<file path="src/rtl/seg_disp_pkg.sv">
// seg_disp_pkg: shared glyph constants, mode encodings and run state for the scrolling display
package seg_disp_pkg;
  localparam int GLYPH_W = 5;
  localparam logic [GLYPH_W-1:0] GLYPH_BLANK = 5'd27;
  localparam logic [1:0] MODE_STATIC = 2'b00;
  localparam logic [1:0] MODE_LOOP = 2'b01;
  localparam logic [1:0] MODE_ONCE = 2'b10;
  typedef enum logic {IDLE, RUN} state_t;
endpackage

</file>
<file path="src/rtl/seg_glyph_rom.sv">
// seg_glyph_rom: glyph code to 7-segment pattern, a..g on bit0..bit6, active-high
module seg_glyph_rom
  import seg_disp_pkg::*;
(
  input  logic [GLYPH_W-1:0] code,
  output logic [6:0]         seg
);
  always_comb begin
    seg = 7'b0000000;
    case (code)
      5'd0:  seg = 7'b0111111;
      5'd1:  seg = 7'b0000110;
      5'd2:  seg = 7'b1011011;
      5'd3:  seg = 7'b1001111;
      5'd4:  seg = 7'b1100110;
      5'd5:  seg = 7'b1101101;
      5'd6:  seg = 7'b1111101;
      5'd7:  seg = 7'b0000111;
      5'd8:  seg = 7'b1111111;
      5'd9:  seg = 7'b1101111;
      5'd10: seg = 7'b1110111;
      5'd11: seg = 7'b1111100;
      5'd12: seg = 7'b0111001;
      5'd13: seg = 7'b1011110;
      5'd14: seg = 7'b1111001;
      5'd15: seg = 7'b1110001;
      5'd16: seg = 7'b0111101;
      5'd17: seg = 7'b1110110;
      5'd18: seg = 7'b0011110;
      5'd19: seg = 7'b0111000;
      5'd20: seg = 7'b1010100;
      5'd21: seg = 7'b0111111;
      5'd22: seg = 7'b1110011;
      5'd23: seg = 7'b1010000;
      5'd24: seg = 7'b0111110;
      5'd25: seg = 7'b1101101;
      5'd26: seg = 7'b0011100;
      default: seg = 7'b0000000;
    endcase
  end
endmodule

</file>
<file path="src/rtl/seg_scroll_display.sv">
// seg_scroll_display: time-multiplexed 7-segment driver showing a scrolling window of a glyph buffer
module seg_scroll_display
  import seg_disp_pkg::*;
#(
  parameter int DIGITS     = 4,
  parameter int MSG_LEN    = 16,
  parameter int SCAN_DIV   = 50000,
  parameter int SCROLL_DIV = 25000000
) (
  input  logic                       clk,
  input  logic                       rst_n,
  input  logic                       wr_en,
  input  logic [$clog2(MSG_LEN)-1:0] wr_addr,
  input  logic [GLYPH_W-1:0]         wr_data,
  input  logic [$clog2(MSG_LEN):0]   len,
  input  logic [1:0]                 mode,
  input  logic                       start,
  input  logic                       stop,
  output logic [6:0]                 seg,
  output logic [DIGITS-1:0]          an,
  output logic                       busy,
  output logic                       done
);
  localparam int AW = $clog2(MSG_LEN);
  localparam int PW = $clog2(MSG_LEN + DIGITS) + 1;
  localparam int IW = $clog2(DIGITS);
  localparam int SW = $clog2(SCAN_DIV);
  localparam int CW = $clog2(SCROLL_DIV);
  localparam logic [AW:0] WL = (AW+1)'(MSG_LEN);
  localparam logic [PW-1:0] ML = PW'(MSG_LEN);

  state_t               state;
  logic [GLYPH_W-1:0]   mem [MSG_LEN];
  logic [PW-1:0]        len_q, offset, ptr;
  logic [1:0]           mode_q;
  logic [IW-1:0]        idx;
  logic [SW-1:0]        scan_cnt;
  logic [CW-1:0]        scroll_cnt;
  logic [PW-1:0]        len_c, ptr_inc, ptr_nxt, off_inc;
  logic                 once, scrolling, scan_wrap, scroll_wrap, scroll_tick, idx_last, fin;
  logic [GLYPH_W-1:0]   glyph;
  logic [6:0]           seg_c;

  assign len_c       = (PW'(len) > ML) ? ML : PW'(len);
  assign once        = mode_q == MODE_ONCE;
  assign scrolling   = once || mode_q == MODE_LOOP;
  assign scan_wrap   = scan_cnt == SW'(SCAN_DIV - 1);
  assign scroll_wrap = scroll_cnt == CW'(SCROLL_DIV - 1);
  assign scroll_tick = scrolling && scroll_wrap;
  assign idx_last    = idx == IW'(DIGITS - 1);
  assign ptr_inc     = ptr + PW'(1);
  // Frame restarts at offset; loop/static wrap the pointer so short messages repeat
  assign ptr_nxt     = idx_last ? offset : (!once && ptr_inc >= len_q) ? '0 : ptr_inc;
  assign off_inc     = offset + PW'(1);
  // Once mode finishes on the tick after the all-blank window (offset == len) was shown
  assign fin         = scroll_tick && once && offset == len_q;
  assign glyph       = (ptr >= len_q) ? GLYPH_BLANK : mem[ptr[AW-1:0]];

  seg_glyph_rom u_rom (.code(glyph), .seg(seg_c));

  always_ff @(posedge clk) begin
    if (!rst_n) begin
      state      <= IDLE;
      len_q      <= '0;
      mode_q     <= MODE_STATIC;
      offset     <= '0;
      ptr        <= '0;
      idx        <= '0;
      scan_cnt   <= '0;
      scroll_cnt <= '0;
      seg        <= '0;
      an         <= '1;
      busy       <= 1'b0;
      done       <= 1'b0;
      for (int i = 0; i < MSG_LEN; i++) mem[i] <= GLYPH_BLANK;
    end else begin
      done <= 1'b0;
      if (wr_en && {1'b0, wr_addr} < WL) mem[wr_addr] <= wr_data;
      if (stop) begin
        state      <= IDLE;
        busy       <= 1'b0;
        scan_cnt   <= '0;
        scroll_cnt <= '0;
        seg        <= '0;
        an         <= '1;
      end else if (start) begin
        state      <= RUN;
        busy       <= 1'b1;
        len_q      <= len_c;
        mode_q     <= mode;
        offset     <= '0;
        ptr        <= '0;
        idx        <= '0;
        scan_cnt   <= '0;
        scroll_cnt <= '0;
        seg        <= '0;
        an         <= '1;
      end else if (state == RUN && fin) begin
        state      <= IDLE;
        busy       <= 1'b0;
        done       <= 1'b1;
        scan_cnt   <= '0;
        scroll_cnt <= '0;
        seg        <= '0;
        an         <= '1;
      end else if (state == RUN) begin
        seg        <= seg_c;
        an         <= ~(DIGITS'(1) << idx);
        scan_cnt   <= scan_wrap ? '0 : scan_cnt + SW'(1);
        scroll_cnt <= scrolling ? (scroll_wrap ? '0 : scroll_cnt + CW'(1)) : '0;
        if (scan_wrap) begin
          idx <= idx_last ? '0 : idx + IW'(1);
          ptr <= ptr_nxt;
        end
        if (scroll_tick) offset <= once ? off_inc : (off_inc >= len_q ? '0 : off_inc);
      end else begin
        scan_cnt   <= '0;
        scroll_cnt <= '0;
        seg        <= '0;
        an         <= '1;
      end
    end
  end
endmodule

</file>
<file path="config.mk">
export PLATFORM = sky130hd
export DESIGN_NAME = seg_scroll_display
export DESIGN_NICKNAME = d
export VERILOG_FILES = /design/src/rtl/seg_disp_pkg.sv /design/src/rtl/seg_glyph_rom.sv /design/src/rtl/seg_scroll_display.sv
export SDC_FILE = /design/constraint.sdc
export NUM_CORES = 1
export LEC_CHECK = 0
export CAP_MARGIN = 10
export CORE_UTILIZATION = 58
export CTS_CLUSTER_DIAMETER = 150
export DETAILED_ROUTE_END_ITERATION = 10
export HOLD_SLACK_MARGIN = 0.1
export PLACE_DENSITY = 0.77
export SLEW_MARGIN = 20
export SYNTH_ARGS = -nofsm -noshare
export SYNTH_HDL_FRONTEND = slang
export SYNTH_HIERARCHICAL = 1
export SYNTH_SLANG_ARGS = --single-unit
</file>
<file path="constraint.sdc">
create_clock -name clk -period 3.8 [get_ports clk]
set_clock_uncertainty 0.05 [all_clocks]
set_input_delay 0.38 -clock clk [delete_from_list [all_inputs] [get_ports clk]]
set_output_delay 0.38 -clock clk [all_outputs]
set_load 0.05 [all_outputs]
</file>
==> key figures <==
Yosys
  – Simple-gate share of the synthesized area: 21.4%
  – Primary FF master, synth: edfxtp_1
  – Syn Area/Cell: approximately 11 um^2
  – Syn Inst Count: roughly 710
  – Leading area contributor after synthesis: edfxtp_1
  – Main combinational cell family by area after synthesis: simple AND/OR/NAND/NOR gates
  – Top cells by area, synth: edfxtp_1 30%, dfxtp_1 20%, mux4_2 7.1%
  – Adder-Cell Fraction of Synth Area: about 5%
  – XOR/XNOR Fraction of Synth Area: between 5 and 6%
  – Mux share of post-synthesis cell area: 8.19%
  – EDFF count, synth: 80
  – Net Count, Synth: about 760
  – Post-Syn Area: slightly below 8000 um^2
  – Post-synth ARST share: 0%
  – Synth top area share: a little under a third
  – Sequential share of the synthesized area: 50.6%
  – Yosys reg bits: 159
  – Synth warnings: 6
  – Compound-Gate Fraction of Synth Area: approximately 6.7%
  – Synth cell types: just over 60

Place
  – Place WS: 399 ps
  – IO Port Bufs: 33
  – Hpwl dp: around 11000 um
  – RD Place Congestion: 0.924

Floorplan
  – I/O pins: 34
  – Die area: between 10000 and 15000 um^2
  – Row Count: 42
  – Core area: ~13000 um^2
  – Chip width: 119 um
  – Initial Utilization: between 50% and 60%
  – Die height: around 120 um

STA
  – Setup_tns: 0 ps
  – Final Critical Period: about 3400 ps
  – Final Hold Fails: 0
  – Pins over their slew limit: 0
  – Maximum clock frequency: 292 MHz
  – Slew @ Worst Pin: slightly above 800 ps
  – RSZ-0062 raised after global routing: no
  – PnR worst setup slack: around 380 ps
  – Tcrit/Tclk final: 90.0%
  – Min Hold Slack: about 400 ps
  – Final setup fails: 0
  – Max-slew headroom: a little under half

Cells and area
  – Diodes inserted: 0
  – Register area: 3980 um^2
  – Commonest non-fill, non-tap cell in the layout: edfxtp_1
  – Commonest non-fill, non-tap cells in the layout: 80 x edfxtp_1, 79 x dfxtp_1, 62 x nor2_1
  – Nets: a little under 800
  – Multi-input gate area: about 3700 um^2
  – FILL cells: slightly below 1000
  – Layout cell share with drive strength beyond 1: 12.8%
  – P&R area growth vs syn: 12.9%

Drt
  – Pre-antenna DRT Iters: 4
  – Drt wl/cell: about 17 um
  – DRT iter0 DRCs: approximately 320
  – DRC Markers: 0
  – WL final: 15800 um
  – ANT nets after route: 0
  – Via total after detailed routing: 5308
  – Via density: 5.78

Clock tree
  – Reg clk slew, reported paths: ~60 ps
  – CTS tree: done
  – CTS Hold Bufs: 0
  – Post-cts sizing count: 0
  – H-Tree Depth: 4
  – Clk buf depth: 2
  – CTS Buf Count: 17
  – CTS Sinks: 159
  – Clk_lat worst skew: about 430 ps
  – Post-CTS setup buffer count: 0
  – Root Buffer: clkbuf_16

Critical path
  – Crit path DAT: between 3000 and 4000 ps
  – CP Capture Type: register
  – Crit path kind: reg2reg
  – CP startpoint kind: register
  – Worst Path Required: between 4000 and 5000 ps
  – CP Max Fanout: 8

GRT
  – GR Layer Usage met2: a little over two fifths
  – Initial antenna violation count: 0
  – Largest net degree at the start of global routing: 29
  – Total GRT Usage: 24.4%
  – Grt peak-use layer: met2
  – Met1 usage: 28.8%
  – Total grt overflow: 0
  – Vias in the first global route: between 5000 and 6000
  – Met3 Use GR: 5.60%
  – First-pass GRT wire length: between 20000 and 30000 um

Power and ir drop
  – Worst vdd ir: roughly 0.36 mV
  – Switch Pwr: ~820 uW
  – Leakage: 2.97 nW
  – Pwr/cell area: about 420 nW/um^2
  – Switching share of power: a little over a fifth
  – Clock share of power: 44.1%
  – Comb pwr share: 5.8%
  – Reg power frac: 50.1%
  – Internal: 2.92 mW

Outcome
  – Status: complete, no violations

Min path
  – Min-delay worst type: reg2reg

Run
  – Max_cap viols: 0
registers in the layout, summed over array words and instances, names as in the netlist, named ones only:
signal and cells:
ptr 6, an 4, offset 6, mode_q 2, state 1, seg 7
idx 2, len_q 5, scroll_cnt 25, scan_cnt 16, done 1, mem 80
logic make-up after synthesis:
family,count (synthesis)
muxes,33
and+or+nand+nor,305
DFF,159
xor gates and xnor gates,47
buffers and inverters,60
adders and majority gates,31
AOI/OAI and AO/OA,74
metal layers:
metal	part of all wire, %	vias up
li1	-	2608
met1	42	2570
met2	52	109
met3	3.9	21
met4	1.6	0
met5	0	-
critical path, cell delays in order, from the launching register on:
cell,delay (ps)
dfxtp_1,440
inv_1,70
ha_1,290
nand2b_1,140
a21o_1,170
a21o_1,160
a21o_1,170
a211o_1,330
or2_2,380
inv_1,150
ha_1,290
mux2_2,290
a32oi_1,150
o21ai_0,100
and2_1,140
power by group through the flow:
stage / registers, mW / clock network, mW / logic [mW]
2_1_floorplan: 1.90 / 0 / 0.142
3_3_place_gp: 1.91 / 0 / 0.207
3_5_place_dp: 1.91 / 0 / 0.214
4_1_cts: 1.87 / 1.67 / 0.215
5_1_grt: 1.88 / 1.74 / 0.237
6_report: 1.87 / 1.65 / 0.216
cell type report:
type	count	area share [%]
clock buffer	21	5.06
tap	176	2.48
multi-input combinational	490	41.1
timing repair buffer	38	4.28
clock inverter	11	1.31
sequential	159	44.8
inverter	24	1.01
through the flow:
stage / cells / utilization [%] / area [um^2] / total power [mW]
CTS: 919 / 67.2 / 8890 / 3.75
detailed placement: 887 / 62.9 / 8330 / 2.12
global placement: 887 / 62.9 / 8330 / 2.11
finish: 919 / 67.2 / 8890 / 3.73
floorplan: 709 / - / 7880 / 2.04
global route: 919 / 67.2 / 8890 / 3.85
synthesized netlist by cell type, drive strengths merged (24+ instances only):
cell / instances
clkbuf: 27
dfxtp: 79
edfxtp: 80
ha: 31
inv: 24
mux4: 25
nand2: 48
nand3: 26
nor2: 63
or2: 25
or3: 39
xor2: 29
worst paths after layout:
check / from / end / slack (ps) / cells after the start
setup / recovery: ptr[0] / seg[0] / 380 / 14
hold / removal: scan_cnt[0] / scan_cnt[0] / 400 / 1
hold reg to reg: scan_cnt[0] / scan_cnt[0] / 400 / 1
setup reg to reg: ptr[0] / seg[0] / 380 / 14
(Power assumes the default switching activity.)
